File: src/rtl/prco_lmem_pkg.sv
// prco_lmem_pkg: shared data/address widths for the PRCO local memory
package prco_lmem_pkg;
  localparam int DATA_W = 16;
  localparam int ADDR_W = 16;
  function automatic int idx_w(input int depth);
    int w;
    w = (depth > 1) ? $clog2(depth) : 1;
    return (w > ADDR_W) ? ADDR_W : w;
  endfunction
endpackage

File: src/rtl/prco_lmem.sv
// prco_lmem: single-port local data memory with registered read and write echo
module prco_lmem
  import prco_lmem_pkg::*;
#(
  parameter int DEPTH = 256
) (
  input  logic              i_clk,
  input  logic              i_reset,
  input  logic              i_mem_we,
  input  logic [ADDR_W-1:0] i_mem_addr,
  input  logic [DATA_W-1:0] i_mem_dina,
  output logic [DATA_W-1:0] q_mem_douta
);
  localparam int IW = idx_w(DEPTH);
  logic [DATA_W-1:0] mem [DEPTH];
  logic [ADDR_W-1:0] addr_r;
  logic wr_ok, rd_ok;
  assign wr_ok = 32'(i_mem_addr) < DEPTH;
  assign rd_ok = 32'(addr_r) < DEPTH;
  // Array kept reset-free so it maps onto block/distributed RAM
  always_ff @(posedge i_clk)
    if (!i_reset && i_mem_we && wr_ok) mem[i_mem_addr[IW-1:0]] <= i_mem_dina;
  always_ff @(posedge i_clk)
    if (i_reset) begin
      addr_r      <= '0;
      q_mem_douta <= '0;
    end else begin
      addr_r      <= i_mem_addr;
      q_mem_douta <= i_mem_we ? i_mem_dina : rd_ok ? mem[addr_r[IW-1:0]] : '0;
    end
endmodule

File: config.mk
export PLATFORM = sky130hd
export DESIGN_NAME = prco_lmem
export DESIGN_NICKNAME = d
export VERILOG_FILES = /design/src/rtl/prco_lmem_pkg.sv /design/src/rtl/prco_lmem.sv
export SDC_FILE = /design/constraint.sdc
export NUM_CORES = 2
export LEC_CHECK = 0
export ABC_CLOCK_PERIOD_IN_PS = 8100
export CAP_MARGIN = 0
export CORE_ASPECT_RATIO = 0.7
export CORE_UTILIZATION = 55
export DETAILED_ROUTE_END_ITERATION = 10
export GPL_TIMING_DRIVEN = 1
export PLACE_DENSITY = 0.71
export SLEW_MARGIN = 30
export SYNTH_ARGS = -nofsm -noshare
export SYNTH_HDL_FRONTEND = slang
export SYNTH_SLANG_ARGS = --single-unit
File: constraint.sdc
create_clock -name i_clk -period 8.1 [get_ports i_clk]
set_clock_uncertainty 0.05 [all_clocks]
set_input_delay 1.62 -clock i_clk [delete_from_list [all_inputs] [get_ports i_clk]]
set_output_delay 1.62 -clock i_clk [all_outputs]
set_load 0.02 [all_outputs]
; Yosys cells after proc, flatten, opt, wreduce, memory -nomap -nowiden
; Memories as Yosys holds them, arrays and structs flattened. A register that Yosys moved wholly into a read port is not among the register bits.
; Cells that the tools add are included.
[word_totals]
regBits = 32
latchBits = 0
ramBits = 4096
mem_bits_ro = 0
out_inout_bits = 16
wordCells = 13
mem_count = 1
[memory_table]
columns = memory, depth, width, rd, rd_clocked_by_memory_dff, write_ports, line_no
row1 = mem, 256, 16, 1, 1, 1, prco_lmem.sv:15  ; logic [DATA_W-1:0] mem [DEPTH];
[op_classes]
add_sub_neg = 0
mul = 0
n_div = 0
magnitude_cmp = 2
eq_ne = 0
n_shift = 0
muxes = 5
n_bitwise = 0
reduce_logical = 3
[op_table]
columns = cell, count
row1 = "less-than comparator 16 x 9 -> 1 bit, second input constant", 2
row2 = two-way mux 16 bit, 2
row3 = two-way mux 8 bit, 1
row4 = logical AND 1 bit, 2
row5 = two-way mux 1 bit, 2
row6 = logical NOT 1 bit, 1

; Depth between registers and ports, before layout
[logic_depth]
word_depth = 5
ltp_mapped = 14

; Least setup slack after synthesis
; No wires, ideal clock.
[synth_path]
path_type = input to register
start = input port i_mem_we
end = memory mem[180][0] (enable)
setup_time_ns = 0.388
arrival_time_ns = 3.636
setup_slack_ns = 4.026
cell_stages = 7
path_buffers = 2
cell_sequence = nor2b_1 -> clkbuf_1 -> nand3_1 -> nor3b_1 -> nand3_1 -> clkbuf_1 -> nor2_1
[synth_between]
elab_chain_len = 4
[synth_lines]
columns = item, line_no
row1 = start: declaration, prco_lmem.sv:9  ; input logic i_mem_we,
row2 = logical AND 1 bit (2 in series), prco_lmem.sv:22  ; if (!i_reset && i_mem_we && wr_ok) mem[i_mem_addr[IW-1:0]] <= i_mem_dina;
row3 = two-way mux 1 bit, prco_lmem.sv:22
row4 = two-way mux 1 bit (implied by the code), prco_lmem.sv:22
row5 = end: declaration, prco_lmem.sv:15
; No other way between the ends.

; Worst setup path after layout
[layout_path]
start = input port i_reset
end = memory mem[138][8] (enable)
[layout_between]
elab_chain_len = 5
[layout_lines]
columns = item, line_no
row1 = start: declaration, prco_lmem.sv:8  ; input logic i_reset,
row2 = logical NOT 1 bit, prco_lmem.sv:22
row3 = logical AND 1 bit (2 in series), prco_lmem.sv:22
row4 = two-way mux 1 bit, prco_lmem.sv:22
row5 = two-way mux 1 bit (implied by the code), prco_lmem.sv:22
; No other way between the ends.

==> flow_metrics.env <==
export IMPL_status="finished, final reports clean"
export IMPL_routed_top_layer="met5"
export IMPL_clock_sinks=4128
export IMPL_ant_nets=0
export IMPL_maxSlewViolCount=0
export IMPL_placed_area_mm2=0.1665
export IMPL_grt_overflow_total=0
export IMPL_postLayoutCoreUtil_pct=61.63
export IMPL_synth_edf_count=4096
export IMPL_dp_cells=11650
export IMPL_ios=51
export IMPL_setup_tns_ns=0
export IMPL_post_cts_resized=0
export IMPL_layout_cell_area_non_filler_mm2=0.1784
export IMPL_power_density_mw_per_mm2=240.8
export IMPL_crit_path_max_incr_delay_ns=0.86
export IMPL_syn_avg_cell_area_um2=20.54
export IMPL_path_max_fanout=18
export IMPL_cp_top_family="simple AND/OR/NAND/NOR gates"
export IMPL_power_mw=42.95
export IMPL_synth_mux_area_share_pct=14.44
export IMPL_rsz0062_at_grt="no"
export IMPL_drive_gt1_share_pct=21.02
export IMPL_ctsHtreeMaxLevel=5
export IMPL_p_leak_nw=54.91
export IMPL_die_w_um=647.6
export IMPL_grt_pass1_wl_mm=630.2
export IMPL_maxCapViolations=0
export IMPL_netlist_area_mm2=0.1605
export IMPL_hold_ws_ns=0.8555
export IMPL_drt_initial_drc_count=15159
export IMPL_syn2layout_area_growth_pct=11.16
export IMPL_yosysWarnings=0
export IMPL_antenna_found_initial=32
export IMPL_synthXorXnorAreaFrac_pct=0
export IMPL_min_period_over_period_pct=62.07
export IMPL_seq_area_frac_synth_pct=77.04
export IMPL_die_h_um=453.9
export IMPL_synth_top_area_share_pct=76.65
export IMPL_synthesis_nets=7846
export IMPL_core_rowCount=165
export IMPL_clock_path_buffers=4
export IMPL_root_buffer="clkbuf_16"
export IMPL_synth_compound_area_share_pct=4.052
export IMPL_crit_required_ns=8.67
export IMPL_synth_simple_area_share_pct=2.429
export IMPL_tightest_slew_ns=1.204
export IMPL_synthArstFlopShare_pct=0
export IMPL_drc=0
export IMPL_max_freq_ghz=0.1989
export IMPL_dp_hpwl_mm=273.2
export IMPL_finalSetupViolations=0
export IMPL_fin_nets=8216
export IMPL_end_kind="register"
export IMPL_drt_pass1_iterations=6
export IMPL_arrival_ns=5.60
export IMPL_peakVddDrop_mv=0.2072
export IMPL_synth_top_family_by_area="multiplexers"
export IMPL_die_area_mm2=0.2940
export IMPL_routed_wl_met3_mm=70.65
export IMPL_fillers=19536
export IMPL_final_common_cell="edfxtp_1"
export IMPL_grt_pass1_vias=80629
export IMPL_via_per_inst=6.916
export IMPL_finalNonFillerCells=12338
export IMPL_ff_latch_area_mm2=0.1237
export IMPL_hold_path_class="reg2reg"
export IMPL_cp_start_kind="primary input"
export IMPL_wirelength_mm=452.9
export IMPL_place_congestion=0.9549
export IMPL_cts_tree="built"
export IMPL_path_class="in2reg"
export IMPL_crit_chain="clkdlybuf4s50_1, buf_4, nor2b_2, buf_4, nand3_1, nor3b_2, nand2_1, nor2_1, buf_4"
export IMPL_pre_cts_ws_ns=2.255
export IMPL_yosys_register_bits=4128
export IMPL_final_cell_mix="edfxtp_1 (4096), mux4_2 (716), mux2i_1 (628)"
export IMPL_clkLatencyLatePin_ns=0.94
export IMPL_layout_setup_ws_ns=3.072
export IMPL_cpMostUsedCell="buf_4"
export IMPL_multi_input_area_mm2=0.03391
export IMPL_synthTopCellsByArea="edfxtp_1 (77%), mux4_2 (10%), mux2i_1 (3.9%), nor2_1 (0.92%), o221ai_1 (0.80%)"
export IMPL_hold_violations=0
export IMPL_slowest_stage="nor2_1"
export IMPL_synthAdderAreaFrac_pct=0
export IMPL_postSynthCellCount=7811
export IMPL_via_count=85325
export IMPL_synth_top_area_cell="edfxtp_1"
export IMPL_ys_flop_type="edfxtp_1"
export IMPL_post_cts_hold_buffer_count=0
export IMPL_numCtsBuffers=362
export IMPL_gr_usage_all_layers_pct=30.68
export IMPL_port_buffers=50
export IMPL_grt_max_degree=183
export IMPL_wl_met1_mm=171.4
export IMPL_dr_wl_met2_mm=193.7
export IMPL_start_util_pct=55.44
export IMPL_critPathBufInv=4
export IMPL_coreArea_mm2=0.2894
export IMPL_slew_headroom_pct=19.08
export IMPL_clk_pin_slew_ns=0.07
export IMPL_wire_per_inst_um=36.70
export IMPL_period_minus_slack_ns=5.028
export IMPL_post_cts_setup_buffers=0
export IMPL_yosysUniqueCellTypes=78
[flip-flops by register name (all words and copies together) (netlist names)]
register     cells
q_mem_douta     16
mem           4096
addr_r          16
[logic make-up after synthesis]
logic type | Yosys count
DFF | 4128
buffers and inverters | 473
and+or+nand+nor | 867
AOI/OAI and AO/OA | 936
muxes | 1407
[report_power, final]
part | internal [mW] | total (mW) | switching, mW
logic | 0.681 | 2.30 | 1.62
clock network | 9.50 | 17.1 | 7.64
registers | 23.5 | 23.5 | 0.0374
[cells in the mapped netlist, types with 41 or more instances]
library cell  count
o21ai_0          70
buf_6            89
a21oi_1         169
nor4_1           44
nor3_1           66
mux2i_1         629
o22ai_1         196
a22oi_1          62
nand2_1         179
buf_2            98
o221ai_1        147
clkbuf_1        175
nor2_1          395
nand3_1          57
mux4_2          716
edfxtp_1       4096
a31oi_1          41
[layout make-up]
class	instances	area share [%]
Multi-Input combinational cell	3210	19.01
Clock inverter	195	1.073
Clock buffer	455	5.380
Tap cell	3841	2.694
Sequential cell	4128	69.32
Timing Repair Buffer	473	2.463
Antenna cell	30	0.04208
Inverter	6	0.01894
[worst min-delay path, cell delays in order, from the launching register on]
cell and delay, ns:
dfxtp_1 0.31, nor2_1 0.05, nand4_1 0.07, buf_4 0.30, o41ai_2 0.12
[routing by layer]
layer / global-route usage (%) / vias up
met2: 42.67 / 6882
met5: 0 / -
met1: 45.42 / 44180
met4: 10.78 / 10
li1: - / 33386
met3: 10.54 / 867
[worst paths after layout]
check                           cells after the start         endpoint  slack [ns]       start
worst max-delay path                                9      mem[138][8]        3.07     i_reset
worst min-delay path                                4  q_mem_douta[14]        0.86  addr_r[11]
worst max register to register                      9  q_mem_douta[13]        3.10   addr_r[2]
worst min register to register                      4  q_mem_douta[14]        0.86  addr_r[11]
Power figures use the tool's default switching activity.
